===== config.mk =====
export PLATFORM = sky130hd
export DESIGN_NAME = nand_mux_pipeline_flat
export DESIGN_NICKNAME = d
export VERILOG_FILES = /design/src/rtl/nand_mux_pipeline_if.sv /design/src/rtl/nand_mux_pipeline.sv /design/src/flat_wrapper.sv
export SDC_FILE = /design/constraint.sdc
export NUM_CORES = 1
export LEC_CHECK = 0
export ABC_AREA = 1
export CAP_MARGIN = 20
export CORE_UTILIZATION = 60
export DETAILED_ROUTE_END_ITERATION = 12
export MAX_ROUTING_LAYER = met4
export PLACE_DENSITY = 0.95
export SETUP_SLACK_MARGIN = 0.4
export SYNTH_ARGS = -nofsm -noshare
export SYNTH_HDL_FRONTEND = slang
export SYNTH_SLANG_ARGS = --single-unit

===== constraint.sdc =====
create_clock -name clk -period 12.73 [get_ports clk]
set_input_delay 1.273 -clock clk [delete_from_list [all_inputs] [get_ports clk]]
set_output_delay 1.273 -clock clk [all_outputs]
set_load 0.1 [all_outputs]

===== src/rtl/nand_mux_pipeline_if.sv =====
// Handshake and bundle signals of nand_mux_pipeline. The master side is the bundle source plus the
// downstream sink. The slave side is the unit itself.
interface nand_mux_pipeline_if #(
  parameter int unsigned N = 10
) ();
  localparam int unsigned OnesW = $clog2(N + 1);

  logic             valid_i;
  logic             ready_o;
  logic [N-1:0]     x_i;
  logic [N-1:0]     y_i;
  logic             valid_o;
  logic             ready_i;
  logic [N-1:0]     z_o;
  logic [OnesW-1:0] z_ones_o;
  logic             z_major_o;

  modport master (
    output valid_i, x_i, y_i, ready_i,
    input  ready_o, valid_o, z_o, z_ones_o, z_major_o
  );

  modport slave (
    input  valid_i, x_i, y_i, ready_i,
    output ready_o, valid_o, z_o, z_ones_o, z_major_o
  );
endinterface


===== src/rtl/nand_mux_pipeline.sv =====
// Pipelined NAND-multiplexing unit: one executive stage and STAGES-1 restorative stages.
// Each stage has an LFSR that drives the bundle rotations. NAND_MUX_ERROR_INJECT_EN adds gate flips.
module nand_mux_pipeline #(
  parameter int unsigned N          = 10,
  parameter int unsigned STAGES     = 1,
  parameter logic [31:0] LFSR_SEED  = 32'hACE1_2024,
  parameter int unsigned ERR_THRESH = 0
) (
  input logic                clk,
  input logic                reset_n,
  nand_mux_pipeline_if.slave bus
);
  localparam int unsigned R        = $clog2(N);
  localparam int unsigned OnesW    = $clog2(N + 1);
  localparam logic [31:0] LfsrTaps = 32'h8020_0003;

  // Galois form, taps 32,22,2,1
  function automatic logic [31:0] lfsr_step(input logic [31:0] l);
    return l[0] ? ((l >> 1) ^ LfsrTaps) : (l >> 1);
  endfunction

  function automatic logic [31:0] seed_of(input int unsigned s);
    logic [31:0] sd;
    sd = LFSR_SEED ^ (32'(s) * 32'h9E37_79B9);
    return (sd == 32'd0) ? 32'd1 : sd;
  endfunction

  // Fold raw LFSR bits into the range 0..N-1; r < 2^R < 2N so one subtraction suffices
  function automatic logic [R-1:0] rot_amt(input logic [R-1:0] r);
    logic [R-1:0] amt;
    amt = r;
    if (32'(r) >= N) amt = R'(32'(r) - N);
    return amt;
  endfunction

  function automatic logic [N-1:0] rotl(input logic [N-1:0] v, input logic [R-1:0] amt);
    return N'(({v, v} << amt) >> N);
  endfunction

  function automatic logic [OnesW-1:0] popcnt(input logic [N-1:0] v);
    logic [OnesW-1:0] c;
    c = '0;
    for (int i = 0; i < N; i++) c = c + OnesW'(v[i]);
    return c;
  endfunction

`ifdef NAND_MUX_ERROR_INJECT_EN
  localparam logic [16:0] ErrThr = 17'(ERR_THRESH);

  // Gate i compares bits [15:0] of the stage LFSR rotated right by i
  function automatic logic [N-1:0] err_mask(input logic [31:0] l);
    logic [N-1:0] m;
    logic [15:0]  e;
    for (int i = 0; i < N; i++) begin
      e    = 16'({l, l} >> (i % 32));
      m[i] = {1'b0, e} < ErrThr;
    end
    return m;
  endfunction
`else
  logic unused_err_thresh;
  assign unused_err_thresh = ^17'(ERR_THRESH);
`endif

  logic         en;
  logic [N-1:0] stage_data     [STAGES];
  logic [N-1:0] stage_gate     [STAGES];
  logic         stage_valid    [STAGES];
  logic         stage_in_valid [STAGES];

  // The whole pipeline advances together; it freezes only while the output is blocked
  assign en = ~stage_valid[STAGES-1] | bus.ready_i;

  for (genvar s = 0; s < STAGES; s++) begin : g_stage
    logic [N-1:0] op_a, op_b;
    logic [N-1:0] a_rot, b_rot;
    logic [N-1:0] gate_d;
    logic [N-1:0] data_q;
    logic [31:0]  lfsr_q;
    logic         in_valid;
    logic         valid_q;

    if (s == 0) begin : g_exec
      assign op_a     = bus.x_i;
      assign op_b     = bus.y_i;
      assign in_valid = bus.valid_i;
    end else begin : g_rest
      assign op_a     = stage_data[s-1];
      assign op_b     = stage_data[s-1];
      assign in_valid = stage_valid[s-1];
    end

    assign a_rot = rotl(op_a, rot_amt(lfsr_q[R-1:0]));
    assign b_rot = rotl(op_b, rot_amt(lfsr_q[2*R-1:R]));

`ifdef NAND_MUX_ERROR_INJECT_EN
    assign gate_d = ~(a_rot & b_rot) ^ err_mask(lfsr_q);
`else
    assign gate_d = ~(a_rot & b_rot);
`endif

    // The LFSR steps only on captured beats, so bubbles leave the sequence untouched
    always_ff @(posedge clk) begin
      if (!reset_n) begin
        valid_q <= 1'b0;
        data_q  <= '0;
        lfsr_q  <= seed_of(s);
      end else if (en) begin
        valid_q <= in_valid;
        if (in_valid) begin
          data_q <= gate_d;
          lfsr_q <= lfsr_step(lfsr_q);
        end
      end
    end

    assign stage_data[s]     = data_q;
    assign stage_gate[s]     = gate_d;
    assign stage_valid[s]    = valid_q;
    assign stage_in_valid[s] = in_valid;
  end

  logic [OnesW-1:0] ones_d, ones_q;
  logic             major_d, major_q;

  // Statistics are registered with the last stage so they always match z_o
  assign ones_d  = popcnt(stage_gate[STAGES-1]);
  assign major_d = (32'(ones_d) << 1) > N;

  always_ff @(posedge clk) begin
    if (!reset_n) begin
      ones_q  <= '0;
      major_q <= 1'b0;
    end else if (en && stage_in_valid[STAGES-1]) begin
      ones_q  <= ones_d;
      major_q <= major_d;
    end
  end

  assign bus.ready_o   = en;
  assign bus.valid_o   = stage_valid[STAGES-1];
  assign bus.z_o       = stage_data[STAGES-1];
  assign bus.z_ones_o  = ones_q;
  assign bus.z_major_o = major_q;
endmodule


===== src/flat_wrapper.sv =====
// flat-port wrapper written by rule: the top's interface ports become plain ports
module nand_mux_pipeline_flat 
#(
  parameter int unsigned N          = 10,
  parameter int unsigned STAGES     = 1,
  parameter logic [31:0] LFSR_SEED  = 32'hACE1_2024,
  parameter int unsigned ERR_THRESH = 0
)
  (clk, reset_n, bus_valid_i, bus_x_i, bus_y_i, bus_ready_i, bus_ready_o, bus_valid_o, bus_z_o, bus_z_ones_o, bus_z_major_o);
  nand_mux_pipeline_if #(.N(N)) bus_i ();
  input logic clk;
  input logic reset_n;
  input wire logic [$bits(bus_i.valid_i)-1:0] bus_valid_i;
  input wire logic [$bits(bus_i.x_i)-1:0] bus_x_i;
  input wire logic [$bits(bus_i.y_i)-1:0] bus_y_i;
  input wire logic [$bits(bus_i.ready_i)-1:0] bus_ready_i;
  output wire logic [$bits(bus_i.ready_o)-1:0] bus_ready_o;
  output wire logic [$bits(bus_i.valid_o)-1:0] bus_valid_o;
  output wire logic [$bits(bus_i.z_o)-1:0] bus_z_o;
  output wire logic [$bits(bus_i.z_ones_o)-1:0] bus_z_ones_o;
  output wire logic [$bits(bus_i.z_major_o)-1:0] bus_z_major_o;
  assign bus_i.valid_i = bus_valid_i;
  assign bus_i.x_i = bus_x_i;
  assign bus_i.y_i = bus_y_i;
  assign bus_i.ready_i = bus_ready_i;
  assign bus_ready_o = bus_i.ready_o;
  assign bus_valid_o = bus_i.valid_o;
  assign bus_z_o = bus_i.z_o;
  assign bus_z_ones_o = bus_i.z_ones_o;
  assign bus_z_major_o = bus_i.z_major_o;
  nand_mux_pipeline #(.N(N), .STAGES(STAGES), .LFSR_SEED(LFSR_SEED), .ERR_THRESH(ERR_THRESH)) u_core (.clk(clk), .reset_n(reset_n), .bus(bus_i));
endmodule

======== Word-level counts from Yosys, hierarchy flattened ========
Cells that the tools add are included.
word-level totals
  input port bits ......................... 24
  logic and storage cells ................. 31
  output and inout bits ................... 17
  register bits ........................... 48
cells by class
  shift-type cells ........................ 2
  reductions and logical operators ........ 2
  muxes and demuxes ....................... 3
  bitwise logic cells ..................... 5
  $lt $le $gt $ge ......................... 3
  add/sub/neg operators ................... 11
operators with widths
  kind                                                           count
  left shift 20 x 4 -> 20 bit                                    2
  adder 4 x 1 -> 4 bit                                           8
  2-to-1 mux 32 bit                                              1
  AND 10 bit                                                     1
  NOT 10 bit                                                     1
  greater-or-equal comparator 4 bit, second input constant       2
  2-to-1 mux 4 bit                                               2
  subtractor 4 bit, second input constant                        2
  greater-than comparator 5 x 4 -> 1 bit, second input constant  1
  NOT 3 -> 4 bit                                                 1
  adder 1 x 1 -> 2 bit                                           1
  AND reduction 2 bit                                            1
  logical AND 1 bit                                              1
  NOT 1 bit                                                      1
  bitwise OR 1 bit                                               1

======== Longest topological paths before layout ========
  depth in word-level cells ............... 15
  mapped depth ............................ 28
  mapped depth without buffers ............ 26

======== Least setup slack after synthesis ========
Ideal clock, no wire load.
  kind .................................... input port to flip-flop
  start ................................... input port bus_x_i[1]
  end ..................................... register u_core.major_q, in the netlist u_core.bus.z_major_o
  data required time ...................... 12674 ps
  arrival time ............................ 5142 ps
  setup time .............................. 56 ps
  setup slack ............................. 7532 ps
  stages on the path ...................... 22
  path buffers ............................ 0
  cell sequence ........................... inv_1 o21ai_0 nand3_2 nand2_1 nand2_1 nand2_1 nand2_1 nand2_1 nand2_1 ha_1 fa_1 fa_1 inv_1 fa_1 inv_1 fa_1 fa_1 xor2_1 nand2_1 o211ai_1 nand2_1 inv_1
on the way
  cells in the longest elaborated chain, start to end .. 13
ends and longest elaborated chain
  item                                    RTL line                  text
  from (decl)                             flat_wrapper.sv:14        input wire logic [$bits(bus_i.x_i)-1:0] bus_x_i;
  left shift 20 x 4 -> 20 bit             nand_mux_pipeline.sv:37   return N'(({v, v} << amt) >> N);
  AND 10 bit                              nand_mux_pipeline.sv:99   assign gate_d = ~(a_rot & b_rot);
  NOT 10 bit                              nand_mux_pipeline.sv:99
  via u_core.g_stage[0].gate_d[1]         nand_mux_pipeline.sv:77   logic [N-1:0] gate_d;
  adder 1 x 1 -> 2 bit                    nand_mux_pipeline.sv:43   for (int i = 0; i < N; i++) c = c + OnesW'(v[i]);
  adder 4 x 1 -> 4 bit (8 in series)      nand_mux_pipeline.sv:43
  greater-than comparator 5 x 4 -> 1 bit  nand_mux_pipeline.sv:128  assign major_d = (32'(ones_d) << 1) > N;
  to (signal assigned)                    nand_mux_pipeline.sv:136  major_q <= major_d;
  to (decl)                               nand_mux_pipeline.sv:124  logic major_d, major_q;
The timed path passes the listed nets, and every way through them passes these cells.
A chain may end at the register's enable or synchronous reset.

======== Worst setup path in the final report ========
  start ................................... register u_core.g_stage[0].lfsr_q[0]
  end ..................................... register u_core.major_q, in the netlist u_core.bus.z_major_o
on the way
  cells in the longest elaborated chain, start to end .. 15
  elaborated cells on any way between the ends .. 16
  classes of those cells .................. add/sub (10); order compare (2); shift (1); mux (1); bitwise (2)
ends and longest elaborated chain
  item                                                                   RTL line                  text
  from (decl)                                                            nand_mux_pipeline.sv:79   logic [31:0] lfsr_q;
  from (signal assigned)                                                 nand_mux_pipeline.sv:107  lfsr_q <= seed_of(s);
  from (signal assigned)                                                 nand_mux_pipeline.sv:112  lfsr_q <= lfsr_step(lfsr_q);
  subtractor 4 bit or greater-or-equal comparator 4 bit (tied branches)  nand_mux_pipeline.sv:32   if (32'(r) >= N) amt = R'(32'(r) - N);
  2-to-1 mux 4 bit *                                                     nand_mux_pipeline.sv:32
  left shift 20 x 4 -> 20 bit *                                          nand_mux_pipeline.sv:37
  AND 10 bit *                                                           nand_mux_pipeline.sv:99
  NOT 10 bit *                                                           nand_mux_pipeline.sv:99
  via u_core.g_stage[0].gate_d[0]                                        nand_mux_pipeline.sv:77
  adder 1 x 1 -> 2 bit *                                                 nand_mux_pipeline.sv:43
  adder 4 x 1 -> 4 bit * (8 in series)                                   nand_mux_pipeline.sv:43
  greater-than comparator 5 x 4 -> 1 bit *                               nand_mux_pipeline.sv:128
The timed path passes the listed nets; every way through them passes the cells marked *.

==> flow_summary.html <==
<table>
<tr><th>Metric</th><th>Value</th></tr>
<tr><th colspan="2">STA</th></tr>
<tr><td>Fraction of the cycle the final worst path needs</td><td>0.4644</td></tr>
<tr><td>Unrepaired setup endpoints after global routing</td><td>no</td></tr>
<tr><td>Worst clock skew on the final layout</td><td>10.76 ps</td></tr>
<tr><td>Slew margin rel.</td><td>0.3349</td></tr>
<tr><td>Min cycle time layout</td><td>5912 ps</td></tr>
<tr><td>Final count of hold timing violations</td><td>0</td></tr>
<tr><td>Pins over their slew limit</td><td>0</td></tr>
<tr><td>Maximum clock rate</td><td>169.2 MHz</td></tr>
<tr><td>Final total negative setup slack</td><td>0 ps</td></tr>
<tr><td>Final setup fails</td><td>0</td></tr>
<tr><td>Slew at the pin closest to its max-slew limit</td><td>994.5 ps</td></tr>
<tr><th colspan="2">Clocking</th></tr>
<tr><td>CTS buffer count</td><td>5</td></tr>
<tr><td>H-tree lvl count</td><td>2</td></tr>
<tr><td>Skew-Pair Late Insertion Delay</td><td>310 ps</td></tr>
<tr><td>Number of buffers inserted to repair setup after CTS</td><td>0</td></tr>
<tr><td>Count of clock tree sinks</td><td>48</td></tr>
<tr><td>Cell at the root of the clock tree</td><td>sky130_fd_sc_hd__clkbuf_8</td></tr>
<tr><td>Number of gates resized after cts</td><td>0</td></tr>
<tr><td>CTS tree</td><td>yes</td></tr>
<tr><td>Hold_buf cts</td><td>0</td></tr>
<tr><td>Clock buffer depth</td><td>2</td></tr>
<tr><td>Clock transition at the registers of the reported paths</td><td>90 ps</td></tr>
<tr><th colspan="2">GRT</th></tr>
<tr><td>Combined global-route utilization of all metal layers</td><td>0.2619</td></tr>
<tr><td>Initial antenna violation count</td><td>0</td></tr>
<tr><td>Maximum number of pins on one net before global-route repair</td><td>46</td></tr>
<tr><td>Residual overflow from global routing</td><td>0</td></tr>
<tr><td>Global-route wire length before repair</td><td>12.26 mm</td></tr>
<tr><td>Number of global-route vias before repair</td><td>2,863</td></tr>
<tr><th colspan="2">Placed design</th></tr>
<tr><td>Last weighted congestion value of the routability-driven placer</td><td>0.8819</td></tr>
<tr><td>Post-DP HPWL</td><td>5.465 mm</td></tr>
<tr><td>DP Area</td><td>3709 µm²</td></tr>
<tr><td>Quantity of I/O buffers inserted on ports</td><td>40</td></tr>
<tr><th colspan="2">Power</th></tr>
<tr><td>Share of total power in combinational logic</td><td>0.533</td></tr>
<tr><td>Total net switching power</td><td>0.3014 mW</td></tr>
<tr><td>Leak pwr</td><td>1.907 nW</td></tr>
<tr><td>Internal</td><td>0.3667 mW</td></tr>
<tr><td>Pwr dens</td><td>174.1 nW/µm²</td></tr>
<tr><td>Proportion of total power due to net switching</td><td>0.4511</td></tr>
<tr><td>VDD IR max</td><td>0.0001428 V</td></tr>
<tr><td>Total power consumption of the routed design</td><td>0.6681 mW</td></tr>
<tr><td>Share of total power in sequential cells</td><td>0.273</td></tr>
<tr><td>Fraction of power consumed by the clock network</td><td>0.194</td></tr>
<tr><th colspan="2">Synth</th></tr>
<tr><td>Number of distinct library cells after synthesis</td><td>33</td></tr>
<tr><td>Post-synthesis sequential element count</td><td>48</td></tr>
<tr><td>Post-Synthesis Net Count</td><td>583</td></tr>
<tr><td>Cell area after synthesis</td><td>3356 µm²</td></tr>
<tr><td>Number of cells produced by synthesis</td><td>545</td></tr>
<tr><td>Count of synthesis-stage warnings from yosys</td><td>0</td></tr>
<tr><td>Average instance area after synthesis</td><td>6.157 µm²</td></tr>
<tr><td>Sequential area share after synthesis</td><td>0.2864</td></tr>
<tr><th colspan="2">Drt</th></tr>
<tr><td>Post-route DRC</td><td>0</td></tr>
<tr><td>Post-DR wirelength/cell</td><td>11.45 µm</td></tr>
<tr><td>Iter 0 DRT Violations</td><td>235</td></tr>
<tr><td>Router iterations before antenna repair</td><td>5</td></tr>
<tr><td>Vias</td><td>3,393</td></tr>
<tr><td>Via density per instance</td><td>5.318</td></tr>
<tr><td>Number of antenna-violating nets in the routed design</td><td>0</td></tr>
<tr><td>Aggregate routed wire length</td><td>7.306 mm</td></tr>
<tr><th colspan="2">Critical path</th></tr>
<tr><td>Startpoint types</td><td>flop</td></tr>
<tr><td>Critical Path End Type</td><td>flop</td></tr>
<tr><td>Data arrival at the endpoint of the critical path</td><td>6170 ps</td></tr>
<tr><td>Type of the worst setup path</td><td>reg -&gt; reg</td></tr>
<tr><td>Worst Path Required</td><td>12,990 ps</td></tr>
<tr><td>Highest net fanout along the worst path</td><td>24</td></tr>
<tr><th colspan="2">Final layout</th></tr>
<tr><td>Final design area excluding fillers</td><td>3837 µm²</td></tr>
<tr><td>Most used cells in the layout excluding fill and tap cells</td><td>sky130_fd_sc_hd__nand2_1 (175), sky130_fd_sc_hd__nand3_1 (83), sky130_fd_sc_hd__nor2_1 (56), sky130_fd_sc_hd__dfxtp_1 (48), sky130_fd_sc_hd__inv_1 (41)</td></tr>
<tr><td>Most frequent standard cell in the layout excluding fill and tap cells</td><td>sky130_fd_sc_hd__nand2_1</td></tr>
<tr><td>Total number of nets in the final design</td><td>606</td></tr>
<tr><td>Layout cell share with drive strength beyond 1</td><td>0.06514</td></tr>
<tr><td>Area delta synth-&gt;final</td><td>14.35%</td></tr>
<tr><td>Area of the multi-input gates</td><td>2032 µm²</td></tr>
<tr><td>Fill cell total of the finished layout</td><td>435</td></tr>
<tr><td>Fin util</td><td>0.7327</td></tr>
<tr><td>N_diodes</td><td>0</td></tr>
<tr><td>Register area</td><td>960.9 µm²</td></tr>
<tr><th colspan="2">Run status</th></tr>
<tr><td>Run status</td><td>complete, no violations</td></tr>
<tr><th colspan="2">Min path</th></tr>
<tr><td>Hold WC Path Type</td><td>reg -&gt; reg</td></tr>
<tr><th colspan="2">Run</th></tr>
<tr><td>Number of max-cap violations</td><td>0</td></tr>
<tr><th colspan="2">Floorplanning</th></tr>
<tr><td>Num rows</td><td>26</td></tr>
<tr><td>Die Ht</td><td>76.79 µm</td></tr>
<tr><td>Area of the core region</td><td>5238 µm²</td></tr>
<tr><td>IO Pins</td><td>41</td></tr>
<tr><td>Horizontal die dimension</td><td>76.79 µm</td></tr>
<tr><td>Floorplan die area</td><td>5896 µm²</td></tr>
<tr><td>Effective utilization at floorplan</td><td>0.6407</td></tr>
</table>
-- critical path: stages, from the launching register on --
cell                       delay, ps
sky130_fd_sc_hd__dfxtp_1         780
sky130_fd_sc_hd__inv_1           240
sky130_fd_sc_hd__ha_1            270
sky130_fd_sc_hd__inv_1            70
sky130_fd_sc_hd__nand2_1          60
sky130_fd_sc_hd__nand3_1         320
sky130_fd_sc_hd__nand2_2         250
sky130_fd_sc_hd__nand2_1         130
sky130_fd_sc_hd__nand3_1         110
sky130_fd_sc_hd__nand3_1         140
sky130_fd_sc_hd__nand3_2         120
sky130_fd_sc_hd__ha_1            340
sky130_fd_sc_hd__fa_1            480
sky130_fd_sc_hd__fa_1            510
sky130_fd_sc_hd__inv_1            50
sky130_fd_sc_hd__fa_1            500
sky130_fd_sc_hd__inv_1            50
sky130_fd_sc_hd__fa_1            460
sky130_fd_sc_hd__fa_1            410
sky130_fd_sc_hd__xor2_1          160
sky130_fd_sc_hd__nand2_1          80
sky130_fd_sc_hd__o211ai_1        170
sky130_fd_sc_hd__nand2_1          70
sky130_fd_sc_hd__inv_1            80
-- registers in the layout, summed over array words and instances (netlist names) --
name,flops
u_core.bus.z_o,10
u_core.bus.valid_o,1
u_core.bus.z_major_o,1
u_core.bus.z_ones_o,4
u_core.g_stage.lfsr_q,32
-- through the flow --
stage	std cells	hold slack [ps]	setup WS (ps)
after global routing	638	502.8	6389
final	638	468.2	6818
after global placement	631	435.7	6838
after CTS	638	473.6	6851
after floorplan	545	429.2	7532
after detailed placement	631	437.6	6758
-- synth_stat cells (all sizes together) --
master  instances  area, µm²
or2             2      15.02
inv            53      201.5
ha              8      100.1
o21a            1      7.510
o21bai          1      7.510
nand3b          2      15.01
xnor2           1      8.760
a21oi          16      80.08
nand4           3      18.77
clkinv          3      11.26
dfxtp          48      960.9
a211oi          1      7.510
xor2            2      17.52
buf            14      105.1
o211ai          4      30.03
clkbuf         12      45.04
fa              6      120.1
nor2           56      210.2
nand2         184      723.2
nand3          86      445.4
o21ai          42      225.2
-- kinds of logic (layout without fill, tap and decap cells) --
logic type / after synthesis / count (layout) / synth area share
buf+inv: 82 / 105 / 0.1081
compound gates: 65 / 65 / 0.1066
fa+ha+maj: 14 / 14 / 0.06563
xor+xnor: 3 / 3 / 0.007831
flops: 48 / 48 / 0.2864
simple gates: 333 / 333 / 0.4254
-- layer usage --
layer | vias up | wire length [µm] | GRT usage
li1 | 1781 | - | -
met1 | 1515 | 3487 | 0.3294
met2 | 90 | 3442 | 0.4304
met3 | 7 | 301 | 0.03690
met4 | 0 | 75 | 0.08654
met5 | - | 0 | -
-- area by class of cell --
type                            count  share of cell area
Timing Repair Buffer               42              0.1082
Multi-Input combinational cell    415              0.5295
Inverter                           56             0.05543
Sequential cell                    48              0.2504
Clock inverter                      2             0.01565
Clock buffer                        5             0.01793
Tap cell                           70             0.02282
-- power groups by stage --
stage	registers (mW)	clock network (mW)	logic, mW
after floorplan	0.250	0	0.217
after global placement	0.185	0	0.343
after detailed placement	0.186	0	0.354
after CTS	0.182	0.132	0.357
after global routing	0.185	0.136	0.398
final	0.183	0.130	0.356
-- worst paths after layout --
kind | slack (ps) | from | endpoint | cells after the start
worst max-delay path | 6820 | u_core.g_stage[0].lfsr_q[0] | u_core.bus.z_major_o | 23
worst min-delay path | 470 | u_core.g_stage[0].lfsr_q[30] | u_core.g_stage[0].lfsr_q[29] | 2
worst max register to register | 6820 | u_core.g_stage[0].lfsr_q[0] | u_core.bus.z_major_o | 23
worst min register to register | 470 | u_core.g_stage[0].lfsr_q[30] | u_core.g_stage[0].lfsr_q[29] | 2
No activity file was read; power rests on OpenSTA's default activity.
